### src/rtl/tdm_frame_sequencer.sv
// tdm_frame_sequencer
// Master-side frame timing controller for the TDM receive path. Generates
// tdm_sync, walks a bit counter through the channel slots and the trailing
// gap, and hands each completed frame to the consumer through a valid/ack
// handshake with sticky overrun detection and a wrapping frame counter.
//
// Ports:
//   tdm_clk      bit clock, all logic on its rising edge
//   reset        asynchronous, active-high
//   enable       level-sensitive run request
//   slot_mask    per-slot enable, latched at each frame start
//   frame_ack    consumer accepts the pending frame
//   ovr_clr      clears the sticky overrun flag
//   tdm_sync     one-cycle pulse in the cycle before bit 0
//   slot_idx     current slot number
//   bit_idx      bit position within the current slot
//   slot_active  current bit lies in an enabled slot
//   frame_done   one-cycle pulse in the first gap cycle
//   frame_valid  a completed frame is waiting for frame_ack
//   overrun      sticky; a frame completed while the previous was unacked
//   frame_count  completed-frame counter, wraps 0xFFFF -> 0
//   busy         high while a frame is being sequenced (SYNC or RUN)
module tdm_frame_sequencer #(
    parameter int SLOT_BITS = 32,
    parameter int NUM_SLOTS = 5,
    parameter int FRAME_LEN = 192,
    parameter int CNT_W     = 8
) (
    input  logic                         tdm_clk,
    input  logic                         reset,
    input  logic                         enable,
    input  logic [NUM_SLOTS-1:0]         slot_mask,
    input  logic                         frame_ack,
    input  logic                         ovr_clr,
    output logic                         tdm_sync,
    output logic [2:0]                   slot_idx,
    output logic [$clog2(SLOT_BITS)-1:0] bit_idx,
    output logic                         slot_active,
    output logic                         frame_done,
    output logic                         frame_valid,
    output logic                         overrun,
    output logic [15:0]                  frame_count,
    output logic                         busy
);

    localparam int SB_W = $clog2(SLOT_BITS);
    localparam logic [CNT_W-1:0] SLOT_END = CNT_W'(NUM_SLOTS * SLOT_BITS);
    localparam logic [CNT_W-1:0] DONE_CNT = CNT_W'(NUM_SLOTS * SLOT_BITS - 1);
    localparam logic [CNT_W-1:0] LAST_CNT = CNT_W'(FRAME_LEN - 1);

    typedef enum logic [1:0] {
        IDLE,
        SYNC,
        RUN
    } state_t;

    state_t               state;
    state_t               state_next;
    logic [CNT_W-1:0]     bit_cnt;
    logic [CNT_W-1:0]     cnt_next;
    logic [NUM_SLOTS-1:0] mask_q;
    logic                 mask_load;
    logic                 en_q;
    logic                 at_last;
    logic                 in_slots;
    logic                 done_next;
    logic [CNT_W-1:0]     slot_pos;
    logic [7:0]           mask_ext;

    always_ff @(posedge tdm_clk or posedge reset) begin
        if (reset) begin
            state <= IDLE;
        end else begin
            state <= state_next;
        end
    end

    // The continue-or-stop decision at the last frame bit uses enable as
    // sampled on the previous edge (en_q), so tdm_sync has no path from any
    // input. The same registered value steers the state so sync and wrap
    // always agree.
    always_comb begin
        state_next = state;
        cnt_next   = bit_cnt;
        mask_load  = 1'b0;
        case (state)
            IDLE: begin
                cnt_next = '0;
                if (enable) begin
                    state_next = SYNC;
                end
            end
            SYNC: begin
                cnt_next   = '0;
                mask_load  = 1'b1;
                state_next = RUN;
            end
            RUN: begin
                if (at_last) begin
                    cnt_next = '0;
                    if (en_q) begin
                        mask_load = 1'b1;
                    end else begin
                        state_next = IDLE;
                    end
                end else begin
                    cnt_next = bit_cnt + 1'b1;
                end
            end
            default: begin
                state_next = IDLE;
                cnt_next   = '0;
            end
        endcase
    end

    // frame_done is registered off the last slot bit so it lands in the
    // first gap cycle. A done coinciding with an ack keeps frame_valid set
    // because a fresh frame is now pending; overrun set beats ovr_clr.
    always_ff @(posedge tdm_clk or posedge reset) begin
        if (reset) begin
            bit_cnt     <= '0;
            mask_q      <= '0;
            en_q        <= 1'b0;
            frame_done  <= 1'b0;
            frame_valid <= 1'b0;
            overrun     <= 1'b0;
            frame_count <= '0;
        end else begin
            bit_cnt    <= cnt_next;
            en_q       <= enable;
            frame_done <= done_next;
            if (mask_load) begin
                mask_q <= slot_mask;
            end
            if (frame_done) begin
                frame_valid <= 1'b1;
                frame_count <= frame_count + 16'd1;
                if (frame_valid && !frame_ack) begin
                    overrun <= 1'b1;
                end else if (ovr_clr) begin
                    overrun <= 1'b0;
                end
            end else begin
                if (frame_ack && frame_valid) begin
                    frame_valid <= 1'b0;
                end
                if (ovr_clr) begin
                    overrun <= 1'b0;
                end
            end
        end
    end

    always_comb begin
        at_last   = (bit_cnt == LAST_CNT);
        in_slots  = (bit_cnt < SLOT_END);
        done_next = (state == RUN) && (bit_cnt == DONE_CNT);
        slot_pos  = bit_cnt >> SB_W;
        mask_ext  = 8'(mask_q);
        busy      = (state != IDLE);
        tdm_sync  = (state == SYNC) || ((state == RUN) && at_last && en_q);

        slot_idx    = '0;
        bit_idx     = '0;
        slot_active = 1'b0;
        if (state == RUN) begin
            if (in_slots) begin
                slot_idx    = slot_pos[2:0];
                bit_idx     = bit_cnt[SB_W-1:0];
                slot_active = mask_ext[slot_pos[2:0]];
            end else begin
                // Gap: hold the position of the final slot bit.
                slot_idx = 3'(NUM_SLOTS - 1);
                bit_idx  = '1;
            end
        end
    end

endmodule

### config.mk
export PLATFORM = sky130hd
export DESIGN_NAME = tdm_frame_sequencer
export DESIGN_NICKNAME = d
export VERILOG_FILES = /design/src/rtl/tdm_frame_sequencer.sv
export SDC_FILE = /design/constraint.sdc
export NUM_CORES = 1
export LEC_CHECK = 0
export ABC_AREA = 1
export BUFFER_PORTS_ARGS = -buffer_cell sky130_fd_sc_hd__clkbuf_2
export CAP_MARGIN = 20
export CORE_ASPECT_RATIO = 0.9
export CORE_MARGIN = 5
export CORE_UTILIZATION = 58
export CTS_CLUSTER_DIAMETER = 40
export DETAILED_ROUTE_END_ITERATION = 8
export GPL_ROUTABILITY_DRIVEN = 0
export PLACE_DENSITY = 0.84
export RECOVER_POWER = 25
export SETUP_SLACK_MARGIN = 0.3
export SYNTH_ARGS = -nofsm -noshare
export SYNTH_HDL_FRONTEND = slang
export SYNTH_SLANG_ARGS = --single-unit
### constraint.sdc
create_clock -name tdm_clk -period 2.5 [get_ports tdm_clk]
set_clock_uncertainty 0.2 [all_clocks]
set_input_delay 0.375 -clock tdm_clk [delete_from_list [all_inputs] [get_ports tdm_clk]]
set_output_delay 0.375 -clock tdm_clk [all_outputs]
set_load 0.05 [all_outputs]
==> reports/results.ini <==
[run_status]
outcome = finished clean

[route]
avgRoutedWirePerCell_um = 11.5
drt-initial-drc-count = 75
drt_drc_violations_left = 0
detail_route.first_pass.iterations = 4
vias = 1608
antenna_violating_nets_post_route = 0
vias_per_cell = 5.03
finalWirelength_um = 3680

[worst_hold_path]
hold_path.class = primary input to flop

[grt]
grt_pass1_vias = 1515
antenna_found_initial = 0
wire_length_of_the_first_global_routing_pass_um = 6440
grt_overflow = 0
grt_util_all_layers_pct = 17.5
grt_max_degree = 25

[sta]
achievable-frequency_ghz = 0.439
finalHoldViolCount = 0
remaining_max_slew_budget_at_the_tightest_pin_pct = 70.8
final_period_minus_worst_setup_slack_ps = 2280
setup-tns-final_ps = 0
rsz0062_at_grt = yes
tightestPinTransition_ps = 437
setup-violations-final = 0
timing.final.crit_share_pct = 91.2
drv_slew = 0
hold_slack_ps = 32.4

[synth]
syn-num-nets = 239
synth.top_cell.area_share_pct = 46.9
yosys.area.top_type = sky130_fd_sc_hd__dfrtp_1
synth_ff_type = sky130_fd_sc_hd__dfrtp_1
synth-async-reset-ratio_pct = 100
post_synth_inst_count = 223
avgSynthCellArea_um2 = 8.38
yosys.cell_types.count = 28
yosysMostFrequentCell = sky130_fd_sc_hd__nand2_1
synthTopCellsByArea = sky130_fd_sc_hd__dfrtp_1 47%, sky130_fd_sc_hd__nand2_1 10%, sky130_fd_sc_hd__inv_1 6.2%, sky130_fd_sc_hd__nor2_1 6.0%, sky130_fd_sc_hd__nand3_1 4.6%
yosys-top-cells-count = 51 x sky130_fd_sc_hd__nand2_1, 35 x sky130_fd_sc_hd__dfrtp_1, 31 x sky130_fd_sc_hd__inv_1
synth_area_um2 = 1870
number_of_flops_mapped_to_enable_cells_by_yosys = 0
yosysSeqAreaShare_pct = 46.9
ys_ff_latch = 35
ys_warn_count = 0

[worst_setup_path]
critical_path.endpoint_type = output pin
cp-start-kind = flop
path_delay_family = simple AND/OR/NAND/NOR gates
critical_path.slowest_cell = sky130_fd_sc_hd__dfrtp_1
crit_type = flop to output pin
required_ps = 1920
path_max_fanout = 7
path_buf_inv = 1
crit_arrival_ps = 1700
timing.critical_path.cells = ha_1 -> nand2_1 -> nor2_1 -> nand3_2 -> nand2_4 -> clkbuf_8
critical_path.max_stage_delay_ps = 390

[cts]
tritoncts_clock_tree = yes
cts_max_level = 2
clock_pin_slew_of_the_registers_on_the_worst_case_setup_and_hold_paths_ps = 100
cts.path.max_buffers = 2
numClockSinks = 35
cts.root.buffer_cell = sky130_fd_sc_hd__clkbuf_4
cts-buffers-inserted = 5
clk_latency_ps = 340

[floorplan]
design.core.area_um2 = 3070
fp.dieW_um = 69.8
dieHeight_um = 63.9
floorplan.die_area_um2 = 4460
num_rows = 19
initial_utilization_pct = 61.0
ios = 40

[final_layout]
antennaDiodeCount = 0
nets = 293
layout-area-overhead-vs-synth_pct = 23.0
proportion_of_layout_cells_with_a_drive_suffix_above_1_pct = 27.0
finish.utilization_pct = 74.9
post-route-cell-area_um2 = 2300

[place]
io_buffers = 39
dp_hpwl_um = 2830
placement.cell_area_um2 = 2130

[power_and_ir_drop]
cellLeakagePower_nw = 1.29
powerDensity_nw_per_um2 = 670
peakVddDrop_mv = 0.569

[run]
max-cap-violations = 0

==> flip-flops by register name, indices dropped and copies added, names as in the netlist <==
| signal | cells |
|---|---|
| bit_cnt | 8 |
| en_q | 1 |
| frame_count | 16 |
| frame_done | 1 |
| frame_valid | 1 |
| mask_q | 5 |
| overrun | 1 |
| state | 2 |
==> cells in the final DEF, fill, tap and decap left out, drive strengths merged <==
| cell type | synthesis | layout |
|---|---|---|
| o22ai | 1 | 1 |
| clkinv | 1 | 2 |
| clkbuf | 0 | 44 |
| a22oi | 1 | 1 |
| xnor2 | 4 | 4 |
| inv | 33 | 32 |
| nor2 | 34 | 34 |
| o21a | 1 | 1 |
| o21ai | 4 | 4 |
| buf | 1 | 10 |
| a21oi | 4 | 4 |
| dfrtp | 35 | 35 |
| nand2 | 60 | 60 |
| xor2 | 7 | 7 |
| nand3b | 2 | 2 |
| nand4 | 7 | 7 |
| nor3 | 4 | 4 |
| ha | 6 | 6 |
| nand3 | 18 | 18 |
| dlygate4sd3 | 0 | 2 |
==> metrics by stage <==
stage | cells | power (W) | setup slack, ps
2_1_floorplan | 223 | 0.00105 | 295
3_3_place_gp | 305 | 0.00115 | 606
6_report | 320 | 0.00154 | 221
4_1_cts | 315 | 0.00153 | 289
3_5_place_dp | 305 | 0.00116 | 579
5_1_grt | 320 | 0.00164 | 143
==> power breakdown <==
group	switching (W)	total [W]	internal (W)	leakage, nW
combinational	0.000338	0.000514	0.000177	0.777
sequential	0.0000485	0.000680	0.000632	0.472
clock	0.000181	0.000346	0.000165	0.0386
total	0.000567	0.00154	0.000974	1.29
==> layer usage <==
layer | global-route usage [%] | part of all wire (%)
met1 | 21.2 | 45
met2 | 30.2 | 48
met3 | 4.70 | 5.4
met4 | 6.46 | 1.4
met5 | 0 | 0
==> worst paths after layout <==
check | cells after the start | slack, ps | start | end
setup / recovery | 6 | 220 | bit_cnt[0]$_DFF_PP0_ | tdm_sync
hold / removal | 2 | 30 | ovr_clr | overrun$_DFF_PP0_
hold reg to reg | 2 | 300 | frame_valid$_DFFE_PP0P_ | frame_valid$_DFFE_PP0P_
max in group asynchronous | 4 | 1070 | reset | bit_cnt[6]$_DFF_PP0_
min in group asynchronous | 3 | 350 | reset | state[1]$_DFFE_PP0P_
setup reg to reg | 8 | 710 | bit_cnt[0]$_DFF_PP0_ | state[1]$_DFFE_PP0P_
==> repair_timing <==
action                     in CTS  in global routing
setup endpoints to repair       6                 10
pin swaps                       0                  3
resized for setup               9                 19
setup buffers                   0                  5
hold endpoints to repair       12                  0
gates cloned                    0                  0
hold buffers                    2                  0
==> area by class of cell <==
class                   instances  area, um2
flip-flops and latches         35        878
multi-input cells             153        861
fillers                       220        768
repair buffers                 48        303
inverters                      34        135
clock buffers                   8       68.8
well taps                      42       52.6
==> logic make-up (layout without fill, tap and decap cells) <==
logic type	count (synthesis)	in the layout	share of synthesized area, %
compound gates	11	11	3.48
xor+xnor	11	11	5.15
fa+ha+maj	6	6	4.02
buf+inv	35	90	7.43
flops	35	35	46.9
simple gates	125	125	33.1
(Power assumes the default switching activity.)
